**config.mk**
```make
export PLATFORM = sky130hd
export DESIGN_NAME = fp_addsub_ctrl_flat
export DESIGN_NICKNAME = d
export VERILOG_FILES = /design/src/rtl/fp_addsub_ctrl_if.sv /design/src/rtl/fp_addsub_ctrl.sv /design/src/flat_wrapper.sv
export SDC_FILE = /design/constraint.sdc
export NUM_CORES = 1
export LEC_CHECK = 0
export BUFFER_PORTS_ARGS = -buffer_cell sky130_fd_sc_hd__buf_2
export CORE_AREA = 2 2 168 170
export CTS_CLUSTER_DIAMETER = 80
export DETAILED_ROUTE_END_ITERATION = 12
export DIE_AREA = 0 0 170 172
export PLACE_DENSITY = 0.54
export SLEW_MARGIN = 0
export SYNTH_ARGS = -nofsm -noshare
export SYNTH_HDL_FRONTEND = slang
export SYNTH_SLANG_ARGS = --single-unit
```
**constraint.sdc**
```tcl
create_clock -name clk -period 3 [get_ports clk]
set_input_delay 0.45 -clock clk [delete_from_list [all_inputs] [get_ports clk]]
set_output_delay 0.45 -clock clk [all_outputs]
set_load 0.02 [all_outputs]
```
**src/rtl/fp_addsub_ctrl_if.sv**
```systemverilog
// Bundle of request, FPU and writeback signals for fp_addsub_ctrl.
// slave = controller side, master = decode / add_sub_fp / writeback side.
// Handshakes: a transfer happens on a rising edge where valid and ready are
// both high. A valid that has been raised is held, with its payload stable,
// until that transfer. ready never depends combinationally on valid.
interface fp_addsub_ctrl_if #(
    parameter int Size = 64
);
    // decode request
    logic            req_valid;
    logic            req_ready;
    logic            req_sub;
    logic            req_single;
    logic [2:0]      req_rm;
    logic [Size-1:0] req_rs1;
    logic [Size-1:0] req_rs2;
    logic [4:0]      req_rd;
    logic [2:0]      frm;
    // add_sub_fp start/done
    logic            fpu_start;
    logic            fpu_sub;
    logic            fpu_single;
    logic [2:0]      fpu_rounding_mode;
    logic [Size-1:0] fpu_operand_a;
    logic [Size-1:0] fpu_operand_b;
    logic            fpu_done;
    logic [Size-1:0] fpu_result;
    logic            fpu_overflow;
    logic            fpu_underflow;
    logic            fpu_inexact;
    logic            fpu_invalid;
    // writeback and fcsr
    logic            wb_valid;
    logic            wb_ready;
    logic [4:0]      wb_rd;
    logic [Size-1:0] wb_data;
    logic [4:0]      wb_fflags;
    logic [4:0]      fflags_accrued;
    logic            fflags_clear;
    logic            illegal;

    modport slave (
        input  req_valid, req_sub, req_single, req_rm, req_rs1, req_rs2, req_rd, frm,
        input  fpu_done, fpu_result, fpu_overflow, fpu_underflow, fpu_inexact, fpu_invalid,
        input  wb_ready, fflags_clear,
        output req_ready, fpu_start, fpu_sub, fpu_single, fpu_rounding_mode,
        output fpu_operand_a, fpu_operand_b,
        output wb_valid, wb_rd, wb_data, wb_fflags, fflags_accrued, illegal
    );

    modport master (
        output req_valid, req_sub, req_single, req_rm, req_rs1, req_rs2, req_rd, frm,
        output fpu_done, fpu_result, fpu_overflow, fpu_underflow, fpu_inexact, fpu_invalid,
        output wb_ready, fflags_clear,
        input  req_ready, fpu_start, fpu_sub, fpu_single, fpu_rounding_mode,
        input  fpu_operand_a, fpu_operand_b,
        input  wb_valid, wb_rd, wb_data, wb_fflags, fflags_accrued, illegal
    );
endinterface

```
**src/rtl/fp_addsub_ctrl.sv**
```systemverilog
// FADD/FSUB issue and writeback controller around add_sub_fp (FLEN = 64).
// Resolves the rounding mode, unboxes single operands, times out a silent
// unit, NaN-boxes single results and accrues fflags.
// Optional build macro FP_ADDSUB_NAN_BYPASS_EN: NaN operands skip the unit
// and write back the canonical NaN directly.
module fp_addsub_ctrl #(
    parameter int Size          = 64,
    parameter int TimeoutCycles = 64
) (
    input  logic            clk,
    input  logic            reset,
    fp_addsub_ctrl_if.slave bus,
    output logic [1:0]      dbg_state_o
);
    localparam logic [Size-1:0] CanonNanS = 64'hFFFF_FFFF_7FC0_0000;
    localparam logic [Size-1:0] CanonNanD = 64'h7FF8_0000_0000_0000;
    localparam int              CntW      = $clog2(TimeoutCycles + 1);
    localparam logic [CntW-1:0] CntLast   = CntW'(TimeoutCycles - 1);

    typedef enum logic [1:0] {
        IDLE  = 2'd0,
        ISSUE = 2'd1,
        WAIT  = 2'd2,
        WB    = 2'd3
    } state_t;

    state_t          state_q, state_d;
    logic            sub_q, sub_d;
    logic            single_q, single_d;
    logic [2:0]      rm_q, rm_d;
    logic [Size-1:0] opa_q, opa_d;
    logic [Size-1:0] opb_q, opb_d;
    logic [4:0]      rd_q, rd_d;
    logic [Size-1:0] wb_data_q, wb_data_d;
    logic [4:0]      wb_fflags_q, wb_fflags_d;
    logic [4:0]      accrued_q, accrued_d;
    logic            illegal_q, illegal_d;
    logic [CntW-1:0] cnt_q, cnt_d;

    logic [2:0]      rm_res;
    logic            rm_bad;
    logic [Size-1:0] opa_unbox;
    logic [Size-1:0] opb_unbox;
    logic            wb_hs;

    // Dynamic rm takes fcsr.frm; 101/110/111 have no rounding meaning.
    assign rm_res    = (bus.req_rm == 3'b111) ? bus.frm : bus.req_rm;
    assign rm_bad    = (rm_res == 3'b101) || (rm_res == 3'b110) || (rm_res == 3'b111);
    // An improperly boxed single operand reads as the canonical single NaN.
    assign opa_unbox = (bus.req_single && (bus.req_rs1[63:32] != 32'hFFFF_FFFF)) ? CanonNanS : bus.req_rs1;
    assign opb_unbox = (bus.req_single && (bus.req_rs2[63:32] != 32'hFFFF_FFFF)) ? CanonNanS : bus.req_rs2;
    assign wb_hs     = (state_q == WB) && bus.wb_ready;

`ifdef FP_ADDSUB_NAN_BYPASS_EN
    logic byp_nan;
    logic byp_snan;

    function automatic logic is_nan(input logic [Size-1:0] v, input logic single);
        if (single) return (v[30:23] == 8'hFF) && (v[22:0] != 23'd0);
        return (v[62:52] == 11'h7FF) && (v[51:0] != 52'd0);
    endfunction

    function automatic logic is_snan(input logic [Size-1:0] v, input logic single);
        if (single) return is_nan(v, 1'b1) && !v[22];
        return is_nan(v, 1'b0) && !v[51];
    endfunction

    assign byp_nan  = is_nan(opa_unbox, bus.req_single) || is_nan(opb_unbox, bus.req_single);
    assign byp_snan = is_snan(opa_unbox, bus.req_single) || is_snan(opb_unbox, bus.req_single);
`endif

    // Next-state and datapath capture; everything holds unless a state acts.
    always_comb begin
        state_d     = state_q;
        sub_d       = sub_q;
        single_d    = single_q;
        rm_d        = rm_q;
        opa_d       = opa_q;
        opb_d       = opb_q;
        rd_d        = rd_q;
        wb_data_d   = wb_data_q;
        wb_fflags_d = wb_fflags_q;
        illegal_d   = 1'b0;
        cnt_d       = cnt_q;
        // Clear first, then accrue, so a coinciding handshake still lands.
        accrued_d   = (bus.fflags_clear ? 5'b00000 : accrued_q) | (wb_hs ? wb_fflags_q : 5'b00000);
        case (state_q)
            IDLE: begin
                if (bus.req_valid) begin
                    if (rm_bad) begin
                        illegal_d = 1'b1;
                    end else begin
                        sub_d    = bus.req_sub;
                        single_d = bus.req_single;
                        rm_d     = rm_res;
                        opa_d    = opa_unbox;
                        opb_d    = opb_unbox;
                        rd_d     = bus.req_rd;
                        state_d  = ISSUE;
`ifdef FP_ADDSUB_NAN_BYPASS_EN
                        if (byp_nan) begin
                            wb_data_d   = bus.req_single ? CanonNanS : CanonNanD;
                            wb_fflags_d = {byp_snan, 4'b0000};
                            state_d     = WB;
                        end
`endif
                    end
                end
            end
            ISSUE: begin
                cnt_d   = '0;
                state_d = WAIT;
            end
            WAIT: begin
                if (bus.fpu_done) begin
                    wb_data_d   = single_q ? {32'hFFFF_FFFF, bus.fpu_result[31:0]} : bus.fpu_result;
                    wb_fflags_d = {bus.fpu_invalid, 1'b0, bus.fpu_overflow, bus.fpu_underflow, bus.fpu_inexact};
                    state_d     = WB;
                end else if (cnt_q == CntLast) begin
                    wb_data_d   = single_q ? CanonNanS : CanonNanD;
                    wb_fflags_d = 5'b10000;
                    state_d     = WB;
                end else begin
                    cnt_d = cnt_q + 1'b1;
                end
            end
            WB: begin
                if (bus.wb_ready) state_d = IDLE;
            end
            default: state_d = IDLE;
        endcase
    end

    // State register; reset drops any in-flight op without writeback.
    always_ff @(posedge clk) begin
        if (reset) begin
            state_q     <= IDLE;
            sub_q       <= 1'b0;
            single_q    <= 1'b0;
            rm_q        <= 3'b000;
            opa_q       <= '0;
            opb_q       <= '0;
            rd_q        <= 5'd0;
            wb_data_q   <= '0;
            wb_fflags_q <= 5'b00000;
            accrued_q   <= 5'b00000;
            illegal_q   <= 1'b0;
            cnt_q       <= '0;
        end else begin
            state_q     <= state_d;
            sub_q       <= sub_d;
            single_q    <= single_d;
            rm_q        <= rm_d;
            opa_q       <= opa_d;
            opb_q       <= opb_d;
            rd_q        <= rd_d;
            wb_data_q   <= wb_data_d;
            wb_fflags_q <= wb_fflags_d;
            accrued_q   <= accrued_d;
            illegal_q   <= illegal_d;
            cnt_q       <= cnt_d;
        end
    end

    assign bus.req_ready         = (state_q == IDLE);
    assign bus.fpu_start         = (state_q == ISSUE);
    assign bus.fpu_sub           = sub_q;
    assign bus.fpu_single        = single_q;
    assign bus.fpu_rounding_mode = rm_q;
    assign bus.fpu_operand_a     = opa_q;
    assign bus.fpu_operand_b     = opb_q;
    assign bus.wb_valid          = (state_q == WB);
    assign bus.wb_rd             = rd_q;
    assign bus.wb_data           = wb_data_q;
    assign bus.wb_fflags         = wb_fflags_q;
    assign bus.fflags_accrued    = accrued_q;
    assign bus.illegal           = illegal_q;
    assign dbg_state_o           = state_q;
endmodule

```
**src/flat_wrapper.sv**
```systemverilog
// flat-port wrapper written by rule: the top's interface ports become plain ports
module fp_addsub_ctrl_flat 
#(
    parameter int Size          = 64,
    parameter int TimeoutCycles = 64
)
  (clk, reset, dbg_state_o, bus_req_valid, bus_req_sub, bus_req_single, bus_req_rm, bus_req_rs1, bus_req_rs2, bus_req_rd, bus_frm, bus_fpu_done, bus_fpu_result, bus_fpu_overflow, bus_fpu_underflow, bus_fpu_inexact, bus_fpu_invalid, bus_wb_ready, bus_fflags_clear, bus_req_ready, bus_fpu_start, bus_fpu_sub, bus_fpu_single, bus_fpu_rounding_mode, bus_fpu_operand_a, bus_fpu_operand_b, bus_wb_valid, bus_wb_rd, bus_wb_data, bus_wb_fflags, bus_fflags_accrued, bus_illegal);
  fp_addsub_ctrl_if #(.Size(Size)) bus_i ();
  input  logic clk;
  input  logic reset;
  output logic [1:0] dbg_state_o;
  input wire logic [$bits(bus_i.req_valid)-1:0] bus_req_valid;
  input wire logic [$bits(bus_i.req_sub)-1:0] bus_req_sub;
  input wire logic [$bits(bus_i.req_single)-1:0] bus_req_single;
  input wire logic [$bits(bus_i.req_rm)-1:0] bus_req_rm;
  input wire logic [$bits(bus_i.req_rs1)-1:0] bus_req_rs1;
  input wire logic [$bits(bus_i.req_rs2)-1:0] bus_req_rs2;
  input wire logic [$bits(bus_i.req_rd)-1:0] bus_req_rd;
  input wire logic [$bits(bus_i.frm)-1:0] bus_frm;
  input wire logic [$bits(bus_i.fpu_done)-1:0] bus_fpu_done;
  input wire logic [$bits(bus_i.fpu_result)-1:0] bus_fpu_result;
  input wire logic [$bits(bus_i.fpu_overflow)-1:0] bus_fpu_overflow;
  input wire logic [$bits(bus_i.fpu_underflow)-1:0] bus_fpu_underflow;
  input wire logic [$bits(bus_i.fpu_inexact)-1:0] bus_fpu_inexact;
  input wire logic [$bits(bus_i.fpu_invalid)-1:0] bus_fpu_invalid;
  input wire logic [$bits(bus_i.wb_ready)-1:0] bus_wb_ready;
  input wire logic [$bits(bus_i.fflags_clear)-1:0] bus_fflags_clear;
  output wire logic [$bits(bus_i.req_ready)-1:0] bus_req_ready;
  output wire logic [$bits(bus_i.fpu_start)-1:0] bus_fpu_start;
  output wire logic [$bits(bus_i.fpu_sub)-1:0] bus_fpu_sub;
  output wire logic [$bits(bus_i.fpu_single)-1:0] bus_fpu_single;
  output wire logic [$bits(bus_i.fpu_rounding_mode)-1:0] bus_fpu_rounding_mode;
  output wire logic [$bits(bus_i.fpu_operand_a)-1:0] bus_fpu_operand_a;
  output wire logic [$bits(bus_i.fpu_operand_b)-1:0] bus_fpu_operand_b;
  output wire logic [$bits(bus_i.wb_valid)-1:0] bus_wb_valid;
  output wire logic [$bits(bus_i.wb_rd)-1:0] bus_wb_rd;
  output wire logic [$bits(bus_i.wb_data)-1:0] bus_wb_data;
  output wire logic [$bits(bus_i.wb_fflags)-1:0] bus_wb_fflags;
  output wire logic [$bits(bus_i.fflags_accrued)-1:0] bus_fflags_accrued;
  output wire logic [$bits(bus_i.illegal)-1:0] bus_illegal;
  assign bus_i.req_valid = bus_req_valid;
  assign bus_i.req_sub = bus_req_sub;
  assign bus_i.req_single = bus_req_single;
  assign bus_i.req_rm = bus_req_rm;
  assign bus_i.req_rs1 = bus_req_rs1;
  assign bus_i.req_rs2 = bus_req_rs2;
  assign bus_i.req_rd = bus_req_rd;
  assign bus_i.frm = bus_frm;
  assign bus_i.fpu_done = bus_fpu_done;
  assign bus_i.fpu_result = bus_fpu_result;
  assign bus_i.fpu_overflow = bus_fpu_overflow;
  assign bus_i.fpu_underflow = bus_fpu_underflow;
  assign bus_i.fpu_inexact = bus_fpu_inexact;
  assign bus_i.fpu_invalid = bus_fpu_invalid;
  assign bus_i.wb_ready = bus_wb_ready;
  assign bus_i.fflags_clear = bus_fflags_clear;
  assign bus_req_ready = bus_i.req_ready;
  assign bus_fpu_start = bus_i.fpu_start;
  assign bus_fpu_sub = bus_i.fpu_sub;
  assign bus_fpu_single = bus_i.fpu_single;
  assign bus_fpu_rounding_mode = bus_i.fpu_rounding_mode;
  assign bus_fpu_operand_a = bus_i.fpu_operand_a;
  assign bus_fpu_operand_b = bus_i.fpu_operand_b;
  assign bus_wb_valid = bus_i.wb_valid;
  assign bus_wb_rd = bus_i.wb_rd;
  assign bus_wb_data = bus_i.wb_data;
  assign bus_wb_fflags = bus_i.wb_fflags;
  assign bus_fflags_accrued = bus_i.fflags_accrued;
  assign bus_illegal = bus_i.illegal;
  fp_addsub_ctrl #(.Size(Size), .TimeoutCycles(TimeoutCycles)) u_core (.clk(clk), .reset(reset), .bus(bus_i), .dbg_state_o(dbg_state_o));
endmodule
```
==> flow_summary.json <==
{
  "ys_async_sr_fraction": 0,
  "rows": 61,
  "synth_cells": 973,
  "die_h_um": 172,
  "finalSetupViolations": 0,
  "synth_edf_count": 0,
  "fin_util": 0.4275,
  "synth_area_leaders": "dfxtp_1, nor3_1, a21oi_1, clkbuf_1, nor2_1",
  "clk_pin_slew_ns": 0.06,
  "relSlewSlack": 0.1660,
  "clk_latency_ns": 0.53,
  "netlist_area_um2": 8394,
  "p_switching_uw": 3654,
  "area_growth_pct": 39.92,
  "io_pins": 433,
  "vdd_drop_max_v": 0.0005092,
  "grt_usage": 0.1900,
  "ys_seq_area_frac": 0.5247,
  "arrival_ns": 2.71,
  "design_area_um2": 11750,
  "cp_slowest_cell": "a22oi_2",
  "cp-end-kind": "flop",
  "start_kind": "flop",
  "place_congestion": 0.7688,
  "cts_num_sinks": 220,
  "period_needed_ns": 2.274,
  "power_leakage_uw": 0.005315,
  "synth_largest_area_cell": "dfxtp_1",
  "syn_area_per_cell_um2": 8.627,
  "hold_viol": 0,
  "total_power_uw": 10240,
  "cts_resized": 0,
  "dieWidth_um": 170,
  "hpwl_um": 20970,
  "power_frac_comb": 0.311,
  "numCtsBuffers": 26,
  "drc": 0,
  "synth.top_cell.area_share": 0.5247,
  "holdBufCountCts": 0,
  "synthTopCellsByCount": "dfxtp_1, nor3_1, clkbuf_1",
  "fmax_mhz": 439.8,
  "yosysMostFrequentCell": "dfxtp_1",
  "drive_above_1_share": 0.3792,
  "crit_type": "flop to flop",
  "port_buffers": 430,
  "rsz0062_at_grt": "no",
  "grt_pass1_vias": 8198,
  "finalNetCount": 1583,
  "first_iter_violations": 575,
  "grt_max_degree": 80,
  "cts-htree-levels": 1,
  "status": "completed",
  "place_area_um2": 10840,
  "dieArea_um2": 29240,
  "power_frac_seq": 0.367,
  "via_per_inst": 5.053,
  "p_clk_frac": 0.322,
  "netlist-cell-type-count": 52,
  "cp.required_ns": 3.44,
  "crit_chain": "inv_1 > ha_1 > and4_1 > a22oi_2 > buf_4 > nor3_1 > nor3_1",
  "wire_per_inst_um": 17.33,
  "tns_ns": 0,
  "start_util": 0.3055,
  "first_pass_iters": 5,
  "cp_max_fo": 28,
  "core_um2": 27480,
  "cts_tree": "yes",
  "switching_share": 0.3570,
  "maxCapViolCount": 0,
  "synth_flop_cell": "dfxtp_1",
  "hp-class": "input pin to flop",
  "worst_path_most_repeated_cell": "nor3_1",
  "vias": 8737,
  "root_buffer": "clkbuf_16",
  "max_stage_delay_ns": 0.43,
  "cell_internal_pwr_uw": 6582,
  "ys_ff_latch": 220,
  "antenna_found_initial": 2,
  "max-clock-path-buffers": 3,
  "clock-skew-final_ns": 0.01182,
  "worst_pin_slew_ns": 1.251,
  "gr-total-overflow": 0,
  "fillers": 2849,
  "path_buf_inv": 2,
  "slew_violations": 0,
  "critical-path-top-delay-family": "simple AND/OR/NAND/NOR gates",
  "cts_setup_buffers": 0,
  "yosys_warnings": 0,
  "ant_nets": 0,
  "drt_wl_total_um": 29960,
  "power_density_nw_per_um2": 871.5,
  "grt_pass1_wl_um": 44990,
  "period_share": 0.7580
}
routing by layer:
metal  vias to the layer above  part of all wire  track usage  routed length, um
met1                      4061              0.41       0.2341              12300
li1                       4300                 -            -                  -
met4                         0             0.030      0.05909                900
met3                        52             0.086      0.05379               2583
met2                       324              0.47       0.3223              14180
met5                         -                 0            0                  0
layout make-up:
| cell class | count | area, um2 | share of cell area |
|---|---|---|---|
| Antenna cell | 1 | 2.502 | 0.0002131 |
| Clock buffer | 37 | 773.2 | 0.06584 |
| Clock inverter | 10 | 133.9 | 0.01140 |
| Inverter | 14 | 52.55 | 0.004474 |
| Multi-Input combinational cell | 649 | 3601 | 0.3066 |
| Sequential cell | 220 | 4404 | 0.3750 |
| Tap cell | 346 | 432.9 | 0.03686 |
| Timing Repair Buffer | 452 | 2345 | 0.1996 |
cells by family after synthesis:
kind of cell               count (synthesis)  synth area share
adders and majority gates                  5          0.007453
muxes                                      1          0.001192
buffers and inverters                    105           0.05008
and+or+nand+nor                          398            0.2276
AOI/OAI and AO/OA                        241            0.1865
xor gates and xnor gates                   2          0.002087
DFF                                      220            0.5247
other                                      1         0.0004467
per-stage QoR:
| stage | cells | hold WS, ns | setup slack, ns |
|---|---|---|---|
| detailed placement | 1681 | 0.4409 | 0.6129 |
| floorplan | 974 | 0.4474 | 0.8323 |
| global route | 1729 | 0.1242 | 0.5486 |
| CTS | 1728 | 0.1075 | 0.6671 |
| finish | 1729 | 0.1394 | 0.7261 |
| global placement | 1681 | 0.4353 | 0.6589 |
power groups by stage:
| stage | logic [uW] | registers (uW) | clock network, uW |
|---|---|---|---|
| floorplan | 1300 | 4480 | 0 |
| global placement | 3200 | 3790 | 0 |
| detailed placement | 3210 | 3810 | 0 |
| CTS | 3220 | 3750 | 3410 |
| global route | 3470 | 3820 | 3500 |
| finish | 3180 | 3750 | 3300 |
worst paths after layout:
path | cells past startpoint | end | slack, ns | start
worst min register to register | 2 | u_core.bus.wb_rd[3] | 0.45 | u_core.bus.wb_rd[3]
worst max register to register | 7 | u_core.bus.fpu_operand_a[37] | 0.73 | u_core.dbg_state_o[0]
worst min-delay path | 2 | u_core.bus.wb_data[31] | 0.14 | bus_fpu_result[31]
worst max-delay path | 7 | u_core.bus.fpu_operand_a[37] | 0.73 | u_core.dbg_state_o[0]
worst register-to-register path, stage by stage, from the launching register on:
cell,delay (ns)
dfxtp_1,0.41
inv_1,0.09
ha_1,0.28
and4_1,0.25
a22oi_2,0.43
buf_4,0.39
nor3_1,0.11
nor3_1,0.23
cells in the final DEF, fill, tap and decap left out, drive strengths merged, types with 2 or more instances in the layout:
cell,netlist,layout
a21boi,2,2
dfxtp,220,220
clkinvlp,0,2
nand3,47,47
o221a,13,13
inv,14,14
o31ai,3,3
o21ai,70,70
nand4,24,24
a22o,27,27
bufinv,0,3
ha,5,5
nand2b,2,2
a31oi,10,10
nor3,149,149
nand2,67,67
o211ai,2,2
a32oi,4,4
conb,1,2
clkbuf,82,37
nor2b,5,5
o21a,4,4
clkinv,0,5
or4,4,4
nor4,11,11
nor2,75,75
or2,5,5
a211oi,30,30
buf,9,452
and2,3,3
a21oi,69,69
state kept, by name, indices dropped and copies added, names as in the netlist:
signal	flops
u_core.bus.wb_fflags	4
u_core.bus.fpu_single	1
u_core.bus.fpu_rounding_mode	3
u_core.bus.fflags_accrued	4
u_core.bus.wb_data	64
u_core.bus.fpu_sub	1
u_core.bus.fpu_operand_b	64
u_core.dbg_state_o	2
u_core.bus.wb_rd	5
u_core.bus.illegal	1
u_core.cnt_q	7
u_core.bus.fpu_operand_a	64
(Power assumes the default switching activity.)
